[src/rtl/qspi_read_ctrl.sv]
// -----------------------------------------------------------------------------
// qspi_read_ctrl
//
// Turns cache line-fill requests into complete QSPI read bursts. A request is
// accepted in IDLE, the line-aligned address and the read command are loaded
// into the external cmd/addr shifter, and once that shifter reports done the
// flash data pins are sampled a nibble per cycle and packed into 32-bit words
// that are streamed to the cache. The block owns chip-select, the SCLK gate
// and the pad direction for io[3:0].
//
// Parameters
//   LINE_WORDS : 32-bit words per burst (power of two, 1..16)
//   READ_CMD   : command byte presented to the reader
//   CS_GAP     : minimum cycles cs_n stays high between bursts (>= 1)
//
// Ports
//   clk, rst             : clock, asynchronous active-high reset
//   req_valid/req_ready  : fill request handshake, req_addr = byte address
//   rd_valid/rd_ready    : word stream to the cache, rd_data, rd_last
//   busy                 : high whenever the sequencer is not idle
//   rdr_cmd, rdr_addr    : command and line-aligned address for the reader
//   rdr_we               : reader load strobe (8'hFF for one cycle)
//   rdr_done             : reader finished cmd/addr/dummy phases
//   cs_n, sclk_en, io_oe : flash chip select, clock gate, pad output enable
//   io_in                : flash data pins
// -----------------------------------------------------------------------------
module qspi_read_ctrl #(
    parameter int         LINE_WORDS = 4,
    parameter logic [7:0] READ_CMD   = 8'h3B,
    parameter int         CS_GAP     = 2
) (
    input  logic        clk,
    input  logic        rst,
    input  logic        req_valid,
    output logic        req_ready,
    input  logic [31:0] req_addr,
    output logic        rd_valid,
    input  logic        rd_ready,
    output logic [31:0] rd_data,
    output logic        rd_last,
    output logic        busy,
    output logic [7:0]  rdr_cmd,
    output logic [31:0] rdr_addr,
    output logic [7:0]  rdr_we,
    input  logic        rdr_done,
    output logic        cs_n,
    output logic        sclk_en,
    output logic        io_oe,
    input  logic [3:0]  io_in
);

    localparam int               LINE_BYTES = LINE_WORDS * 4;
    localparam int               WC_W       = $clog2(LINE_WORDS) + 1;
    localparam int               GC_W       = $clog2(CS_GAP + 1);
    localparam logic [31:0]      ADDR_MASK  = ~(32'(LINE_BYTES) - 32'd1);
    localparam logic [WC_W-1:0]  LAST_WORD  = WC_W'(LINE_WORDS - 1);
    localparam logic [GC_W-1:0]  GAP_LAST   = GC_W'(CS_GAP - 1);

    typedef enum logic [2:0] {
        S_IDLE,
        S_LOAD,
        S_CMD_ADDR,
        S_DATA,
        S_GAP
    } state_t;

    state_t            state_reg;
    logic [2:0]        nib_cnt_reg;
    logic [WC_W-1:0]   word_cnt_reg;
    logic [GC_W-1:0]   gap_cnt_reg;
    logic [31:0]       shift_reg;
    logic [31:0]       rd_data_reg;
    logic              rd_valid_reg;
    logic              rd_last_reg;
    logic [31:0]       rdr_addr_reg;
    logic [7:0]        rdr_we_reg;
    logic              req_ready_reg;
    logic              busy_reg;
    logic              cs_n_reg;
    logic              io_oe_reg;
    logic              sclk_cmd_reg;   // clock runs freely during cmd/addr

    logic              cap;
    logic              capture;
    logic [31:0]       word_next;
    logic [4:0]        nib_pos;

    // Only the 8th nibble can be blocked: it needs the output register, and
    // that register is still holding an unaccepted word.
    assign cap     = !(nib_cnt_reg == 3'd7 && rd_valid_reg && !rd_ready);
    assign capture = (state_reg == S_DATA) && cap;

    // Within a byte the high nibble arrives first; bytes fill the word
    // little-endian, so nibble n lands at byte n/2, upper half when n is even.
    assign nib_pos = {nib_cnt_reg[2:1], ~nib_cnt_reg[0], 2'b00};

    always_comb begin
        word_next               = shift_reg;
        word_next[nib_pos +: 4] = io_in;
    end

    always_ff @(posedge clk or posedge rst) begin
        if (rst) begin
            state_reg     <= S_IDLE;
            nib_cnt_reg   <= 3'd0;
            word_cnt_reg  <= '0;
            gap_cnt_reg   <= '0;
            shift_reg     <= 32'd0;
            rd_data_reg   <= 32'd0;
            rd_valid_reg  <= 1'b0;
            rd_last_reg   <= 1'b0;
            rdr_addr_reg  <= 32'd0;
            rdr_we_reg    <= 8'h00;
            req_ready_reg <= 1'b1;
            busy_reg      <= 1'b0;
            cs_n_reg      <= 1'b1;
            io_oe_reg     <= 1'b0;
            sclk_cmd_reg  <= 1'b0;
        end else begin
            // Drain first; a word completing in the same cycle overrides this
            // so back-to-back words leave no bubble.
            if (rd_valid_reg && rd_ready) begin
                rd_valid_reg <= 1'b0;
            end

            case (state_reg)
                S_IDLE: begin
                    if (req_valid) begin
                        state_reg     <= S_LOAD;
                        rdr_addr_reg  <= req_addr & ADDR_MASK;
                        req_ready_reg <= 1'b0;
                        busy_reg      <= 1'b1;
                        rdr_we_reg    <= 8'hFF;
                        cs_n_reg      <= 1'b0;
                        io_oe_reg     <= 1'b1;
                    end
                end

                S_LOAD: begin
                    state_reg    <= S_CMD_ADDR;
                    rdr_we_reg   <= 8'h00;
                    sclk_cmd_reg <= 1'b1;
                end

                S_CMD_ADDR: begin
                    if (rdr_done) begin
                        state_reg    <= S_DATA;
                        io_oe_reg    <= 1'b0;
                        sclk_cmd_reg <= 1'b0;
                        nib_cnt_reg  <= 3'd0;
                        word_cnt_reg <= '0;
                    end
                end

                S_DATA: begin
                    if (cap) begin
                        shift_reg   <= word_next;
                        nib_cnt_reg <= nib_cnt_reg + 3'd1;
                        if (nib_cnt_reg == 3'd7) begin
                            rd_data_reg  <= word_next;
                            rd_valid_reg <= 1'b1;
                            rd_last_reg  <= (word_cnt_reg == LAST_WORD);
                            word_cnt_reg <= word_cnt_reg + WC_W'(1);
                            if (word_cnt_reg == LAST_WORD) begin
                                // Last word may still sit in the output
                                // register; GAP waits for it to drain.
                                state_reg   <= S_GAP;
                                cs_n_reg    <= 1'b1;
                                gap_cnt_reg <= '0;
                            end
                        end
                    end
                end

                S_GAP: begin
                    if (gap_cnt_reg != GAP_LAST) begin
                        gap_cnt_reg <= gap_cnt_reg + GC_W'(1);
                    end else if (!rd_valid_reg) begin
                        state_reg     <= S_IDLE;
                        req_ready_reg <= 1'b1;
                        busy_reg      <= 1'b0;
                    end
                end

                default: begin
                    state_reg     <= S_IDLE;
                    req_ready_reg <= 1'b1;
                    busy_reg      <= 1'b0;
                    cs_n_reg      <= 1'b1;
                    io_oe_reg     <= 1'b0;
                    sclk_cmd_reg  <= 1'b0;
                    rdr_we_reg    <= 8'h00;
                end
            endcase
        end
    end

    assign req_ready = req_ready_reg;
    assign busy      = busy_reg;
    assign rd_valid  = rd_valid_reg;
    assign rd_data   = rd_data_reg;
    assign rd_last   = rd_last_reg;
    assign rdr_cmd   = READ_CMD;
    assign rdr_addr  = rdr_addr_reg;
    assign rdr_we    = rdr_we_reg;
    assign cs_n      = cs_n_reg;
    assign io_oe     = io_oe_reg;
    // In DATA the flash clock follows cap so a stalled nibble is not lost.
    assign sclk_en   = sclk_cmd_reg | capture;

endmodule

[config.mk]
export PLATFORM = sky130hd
export DESIGN_NAME = qspi_read_ctrl
export DESIGN_NICKNAME = d
export VERILOG_FILES = /design/src/rtl/qspi_read_ctrl.sv
export SDC_FILE = /design/constraint.sdc
export NUM_CORES = 1
export LEC_CHECK = 0
export BUFFER_PORTS_ARGS = -buffer_cell sky130_fd_sc_hd__buf_2
export CORE_MARGIN = 4
export CORE_UTILIZATION = 45
export CTS_BUF_LIST = sky130_fd_sc_hd__clkbuf_4 sky130_fd_sc_hd__clkbuf_8
export DETAILED_ROUTE_END_ITERATION = 16
export MAX_ROUTING_LAYER = met4
export PLACE_DENSITY = 0.78
export SYNTH_ARGS = -nofsm -noshare
export SYNTH_HDL_FRONTEND = slang
export SYNTH_SLANG_ARGS = --single-unit
[constraint.sdc]
create_clock -name clk -period 4.4 [get_ports clk]
set_input_delay 0.66 -clock clk [delete_from_list [all_inputs] [get_ports clk]]
set_output_delay 0.66 -clock clk [all_outputs]
set_load 0.05 [all_outputs]
==> results.sh, run 1 <==
export IMPL_die_y_um=114
export IMPL_cp_end_kind="output port"
export IMPL_core_rowCount=38
export IMPL_syn_inst=418
export IMPL_synth_top_area_share_pct=54.2
export IMPL_irDropWorstVdd_v=0.000383
export IMPL_seq_area_frac_synth_pct=55.2
export IMPL_status="finished clean"
export IMPL_min_period_over_period_pct=66.0
export IMPL_synth_cell_types=39
export IMPL_synth_edff_count=0
export IMPL_cp_common_cell="ha_1"
export IMPL_drc=0
export IMPL_max_freq_mhz=344
export IMPL_clk_latency_ns=0.38
export IMPL_wl_per_cell_um=15.1
export IMPL_vias_per_cell=5.05
export IMPL_p_leak_nw=2.77
export IMPL_criticalPathCategory="reg2out"
export IMPL_timing_final_crit_period_ns=2.91
export IMPL_drive_gt1_share_pct=40.5
export IMPL_cts_sinks=111
export IMPL_crit_fanout=13
export IMPL_design_core_area_um2=10900
export IMPL_grt_pass1_wl_mm=16.5
export IMPL_setup_violations=0
export IMPL_overflow=0
export IMPL_antenna_found_initial=1
export IMPL_slowest_delay_ns=0.58
export IMPL_area_growth_pct=15.1
export IMPL_ys_top_cells_by_area="dfrtp_1 (54%), mux2_2 (14%), mux2i_1 (6.8%)"
export IMPL_cts_buffers=9
export IMPL_cp_start_kind="flip-flop"
export IMPL_multi_input_area_um2=2000
export IMPL_drv_cap=0
export IMPL_cts_tree="done"
export IMPL_die_area_um2=12900
export IMPL_fillers=952
export IMPL_post_cts_buffers=0
export IMPL_yosysTopAreaCell="dfrtp_1"
export IMPL_top_level_ports=128
export IMPL_synth_async_sr_flop_share_pct=100
export IMPL_via_count=3316
export IMPL_routed_wl_mm=9.93
export IMPL_synth_area_per_cell_um2=12.0
export IMPL_synth_area_um2=5030
export IMPL_finalPower_mw=4.61
export IMPL_synth_seq_cells=111
export IMPL_clk_pin_slew_ns=0.10
export IMPL_pre_cts_ws_ns=1.77
export IMPL_nNetsFinal=560
export IMPL_tns_ns=0
export IMPL_cpMaxStageDelayCell="dfrtp_1"
export IMPL_netlist_top_cells_count="dfrtp_1 (109), mux2_2 (61), mux2i_1 (34)"
export IMPL_cts_resized=0
export IMPL_grt_max_degree=85
export IMPL_cp_cell_sequence="ha_1, ha_1, a31oi_2, or2_2, buf_2"
export IMPL_worstPathRequired_ns=3.74
export IMPL_worst_pin_slew_ns=1.02
export IMPL_start_util_pct=46.2
export IMPL_dr_pass1_iters=4
export IMPL_ant_nets=0
export IMPL_hold_violations=0
export IMPL_hold_class="reg2reg"
export IMPL_synth_most_common_cell="dfrtp_1"
export IMPL_drtIter0Drc=206
export IMPL_portBuffers=111
export IMPL_rsz0062_at_grt="no"
export IMPL_finClkSkew_ns=0.0105
export IMPL_max_slew_margin_pct=32.0
export IMPL_dp_hpwl_mm=7.13
export IMPL_synthFlopType="dfrtp_1"
export IMPL_worst_slack_ns=1.49
export IMPL_htree_levels=3
export IMPL_cp_arrival_ns=2.25
export IMPL_gr_usage_all_layers_pct=16.5
export IMPL_grt_pass1_vias=3404
export IMPL_cts_root_buf="clkbuf_8"
export IMPL_gp_congestion=0.761
export IMPL_die_w_um=114
export IMPL_register_area_um2=2780
export IMPL_final_util_pct=53.2
export IMPL_hold_buffers=0
export IMPL_power_density_nw_per_um2=796
export IMPL_slew_viol_final=0
export IMPL_cts_buffer_depth=2
export IMPL_yosysWarnings=0
[cell type report]
type / count / area share (%)
repair buffers: 114 / 9.97
inverters: 12 / 0.820
clock buffers: 11 / 2.50
flip-flops and latches: 111 / 48.0
well taps: 140 / 3.02
diodes: 1 / 0.0432
multi-input cells: 263 / 34.5
clock inverters: 5 / 1.14
[kinds of logic after synthesis]
group	count (synthesis)	share of synthesized area, %
AO/OA/AOI/OAI	58	6.31
multiplexers	95	20.4
other	2	0.149
adder cells (fa/ha/maj)	8	1.99
flip-flops	111	55.2
buffers and inverters	54	5.87
AND/OR/NAND/NOR	90	10.0
[critical path: cells and delay by family, from the launching register on]
| family | cells | cell delay (ns) |
|---|---|---|
| AOI/OAI and AO/OA | 1 | 0.16 |
| adders and majority gates | 2 | 0.61 |
| buffers and inverters | 1 | 0.22 |
| DFF | 1 | 0.58 |
| and+or+nand+nor | 1 | 0.30 |
[worst paths after layout]
kind	startpoint	to	slack, ns	cells after the start
worst max register to register	nib_cnt_reg[0]	shift_reg[11]	1.78	6
min in group asynchronous	rst	rdr_addr[12]	0.51	2
worst min-delay path	rd_last	rd_last	0.48	2
max in group asynchronous	rst	word_cnt_reg[2]	2.89	3
worst max-delay path	nib_cnt_reg[0]	sclk_en	1.49	5
worst min register to register	rd_last	rd_last	0.48	2
[metrics by stage]
step           std cells  hold WS, ns  instance area, um^2
2_1_floorplan        428        0.465                 5070
3_3_place_gp         640        0.449                 5580
3_5_place_dp         640        0.460                 5580
4_1_cts              656        0.485                 5790
5_1_grt              657        0.484                 5800
6_report             657        0.477                 5800
[where the power goes]
group          internal [mW]  total (mW)  switching (mW)  leakage (nW)
Sequential              1.43        1.66           0.233          1.32
Combinational          0.738        2.32            1.58          1.34
Clock                  0.291       0.636           0.345         0.105
Total                   2.46        4.61            2.16          2.77
[per-layer routing]
metal / up-vias / global-route usage (%) / part of all wire (%)
met3: 13 / 3.24 / 4.6
li1: 1592 / - / -
met5: - / - / 0
met4: 0 / 6.25 / 1.6
met2: 78 / 27.5 / 51
met1: 1633 / 19.9 / 42
[layout by cell type (no fill, tap or decap), types with 3 or more instances in the layout]
| master | instances |
|---|---|
| nor2b_1 | 3 |
| nand3b_1 | 4 |
| nor2_1 | 23 |
| ha_1 | 8 |
| nand2_1 | 29 |
| dfrtp_1 | 109 |
| nand2b_1 | 3 |
| mux2_2 | 61 |
| mux2i_1 | 34 |
| buf_2 | 111 |
| clkbuf_8 | 10 |
| o21ai_0 | 28 |
| buf_4 | 3 |
| conb_1 | 12 |
| a21oi_1 | 21 |
| nand3_1 | 7 |
| inv_1 | 10 |
| nor3_2 | 4 |
No activity file was read; power rests on OpenSTA's default activity.
==> inputs of run 2 (changes only) <==
==> constraint.sdc (replaced) <==
create_clock -name clk -period 2.9 [get_ports clk]
set_input_delay 0.435 -clock clk [delete_from_list [all_inputs] [get_ports clk]]
set_output_delay 0.435 -clock clk [all_outputs]
set_load 0.05 [all_outputs]
==> results.sh, run 2 (synthesis gave the netlist of run 1 again) <==
export IMPL_status="finished clean"
export IMPL_hold_violations=0
export IMPL_dp_hpwl_mm=7.56
export IMPL_rsz0062_at_grt="no"
export IMPL_crit_buf_inv=2
export IMPL_via_count=3381
export IMPL_start_util_pct=46.2
export IMPL_cp_cell_sequence="buf_4, ha_1, ha_1, a31oi_2, or2_2, buf_2"
export IMPL_slew_viol_final=0
export IMPL_power_net_switching_mw=3.31
export IMPL_p_int_mw=3.73
export IMPL_timing_final_crit_period_ns=2.63
export IMPL_cp_start_kind="flip-flop"
export IMPL_area_growth_pct=16.2
export IMPL_gp_congestion=0.826
export IMPL_design_core_area_um2=10900
export IMPL_ant_nets=0
export IMPL_combPwrFrac_pct=51.0
export IMPL_irDropWorstVdd_v=0.000496
export IMPL_setup_violations=0
export IMPL_grt_max_degree=46
export IMPL_p_seq_share_pct=35.7
export IMPL_max_freq_mhz=381
export IMPL_p_leak_nw=2.80
export IMPL_gr_usage_all_layers_pct=16.8
export IMPL_mostFrequentLayoutCells="buf_2 (111), dfrtp_1 (109), mux2_2 (61)"
export IMPL_nNetsFinal=565
export IMPL_post_cts_buffers=0
export IMPL_path_delay_family="adder cells"
export IMPL_max_slew_margin_pct=32.5
export IMPL_clk_pin_slew_ns=0.10
export IMPL_pre_cts_ws_ns=0.428
export IMPL_cts_root_buf="clkbuf_8"
export IMPL_min_period_over_period_pct=90.6
export IMPL_final_cell_area_um2=5850
export IMPL_grt_pass1_vias=3497
export IMPL_r2r_start="nib_cnt_reg[1]"
export IMPL_cts_tree="done"
export IMPL_diodes=0
export IMPL_drc=0
export IMPL_dpl_cell_area_um2=5650
export IMPL_worst_pin_slew_ns=1.01
export IMPL_die_y_um=114
export IMPL_hold_ws_ns=0.281
export IMPL_cts_buffer_depth=2
export IMPL_cts_sinks=111
export IMPL_antenna_found_initial=0
export IMPL_overflow=0
export IMPL_grt_pass1_wl_mm=16.9
export IMPL_portBuffers=111
export IMPL_cpMaxStageDelayCell="ha_1"
export IMPL_die_area_um2=12900
export IMPL_dr_pass1_iters=4
export IMPL_cts_resized=0
export IMPL_drtIter0Drc=120
export IMPL_drv_cap=0
export IMPL_finClkSkew_ns=0.0148
export IMPL_switching_share_pct=47.1
export IMPL_wl_per_cell_um=15.5
export IMPL_hold_buffers=0
export IMPL_criticalPathCategory="reg2out"
export IMPL_worst_slack_ns=0.274
export IMPL_clk_latency_ns=0.38
export IMPL_power_density_nw_per_um2=1200
export IMPL_cp_arrival_ns=2.19
export IMPL_crit_fanout=13
export IMPL_vias_per_cell=5.11
export IMPL_routed_wl_mm=10.3
export IMPL_hold_class="in2async"
export IMPL_r2r_end="shift_reg[11]"
export IMPL_slowest_delay_ns=0.41
export IMPL_final_common_cell="buf_2"
export IMPL_worstPathRequired_ns=2.47
export IMPL_die_w_um=114
export IMPL_top_level_ports=128
export IMPL_tns_ns=0
export IMPL_cp_end_kind="output port"
export IMPL_clockPowerShare_pct=13.3
export IMPL_htree_levels=3
export IMPL_r2r_cells=7
export IMPL_rrSetupSlack_ns=0.41
export IMPL_cts_buffers=9
export IMPL_core_rowCount=38
export IMPL_drive_gt1_share_pct=41.1
export IMPL_cp_common_cell="ha_1"
## run 2: cell count changes in the layout (fill, tap and decap cells not counted)
cell	delta
buf_12	+2
inv_6	+1
buf_4	+3
inv_4	-1
clkbuf_8	-1
clkinv_4	+1
inv_8	-1
clkinv_2	+1
diode_2	-1
## run 2: per-layer routing
layer | vias to the layer above | track usage (%) | share of wire [%]
met5 | - | - | 0
met4 | 0 | 6.09 | 2.2
met3 | 16 | 3.40 | 3.7
met2 | 80 | 28.6 | 53
met1 | 1670 | 19.9 | 41
li1 | 1615 | - | -
## run 2: worst max-delay path by stage
stage | start | endpoint | slack, ns | cells after the start
global route | nib_cnt_reg[0] | sclk_en | 0.12 | 6
finish | nib_cnt_reg[0] | sclk_en | 0.27 | 6
detailed placement | nib_cnt_reg[1] | shift_reg[8] | 0.43 | 7
CTS | nib_cnt_reg[0] | sclk_en | 0.25 | 6
global placement | nib_cnt_reg[1] | shift_reg[8] | 0.51 | 7
floorplan | nib_cnt_reg[1] | shift_reg[10] | 0.64 | 8
## run 2: metrics by stage
stage               util [%]  total power [mW]  cells
finish                  53.7              7.04    661
global route            53.7              7.48    661
CTS                     53.7              7.11    661
detailed placement      51.9              6.16    645
global placement        51.9              6.00    645
floorplan                  -              5.42    428
## run 2: worst register-to-register path, delay by kind of cell (launching register included)
kind                       cells  cell delay, ns
buffers and inverters          1            0.08
adders and majority gates      2            0.71
DFF                            1            0.40
and+or+nand+nor                3            0.84
muxes                          1            0.35
## run 2: power by group through the flow
stage / logic [mW] / clock network [mW] / registers, mW
floorplan: 1.86 / 0 / 3.56
global placement: 3.51 / 0 / 2.49
detailed placement: 3.62 / 0 / 2.55
CTS: 3.63 / 0.965 / 2.52
global route: 3.85 / 1.03 / 2.59
finish: 3.59 / 0.937 / 2.51
## run 2: area by class of cell
type	count	area [um^2]
Fill cell	945	5040
Clock buffer	10	131
Clock inverter	6	70.1
Inverter	12	48.8
Multi-Input combinational cell	263	2000
Sequential cell	111	2780
Timing Repair Buffer	119	641
Tap cell	140	175
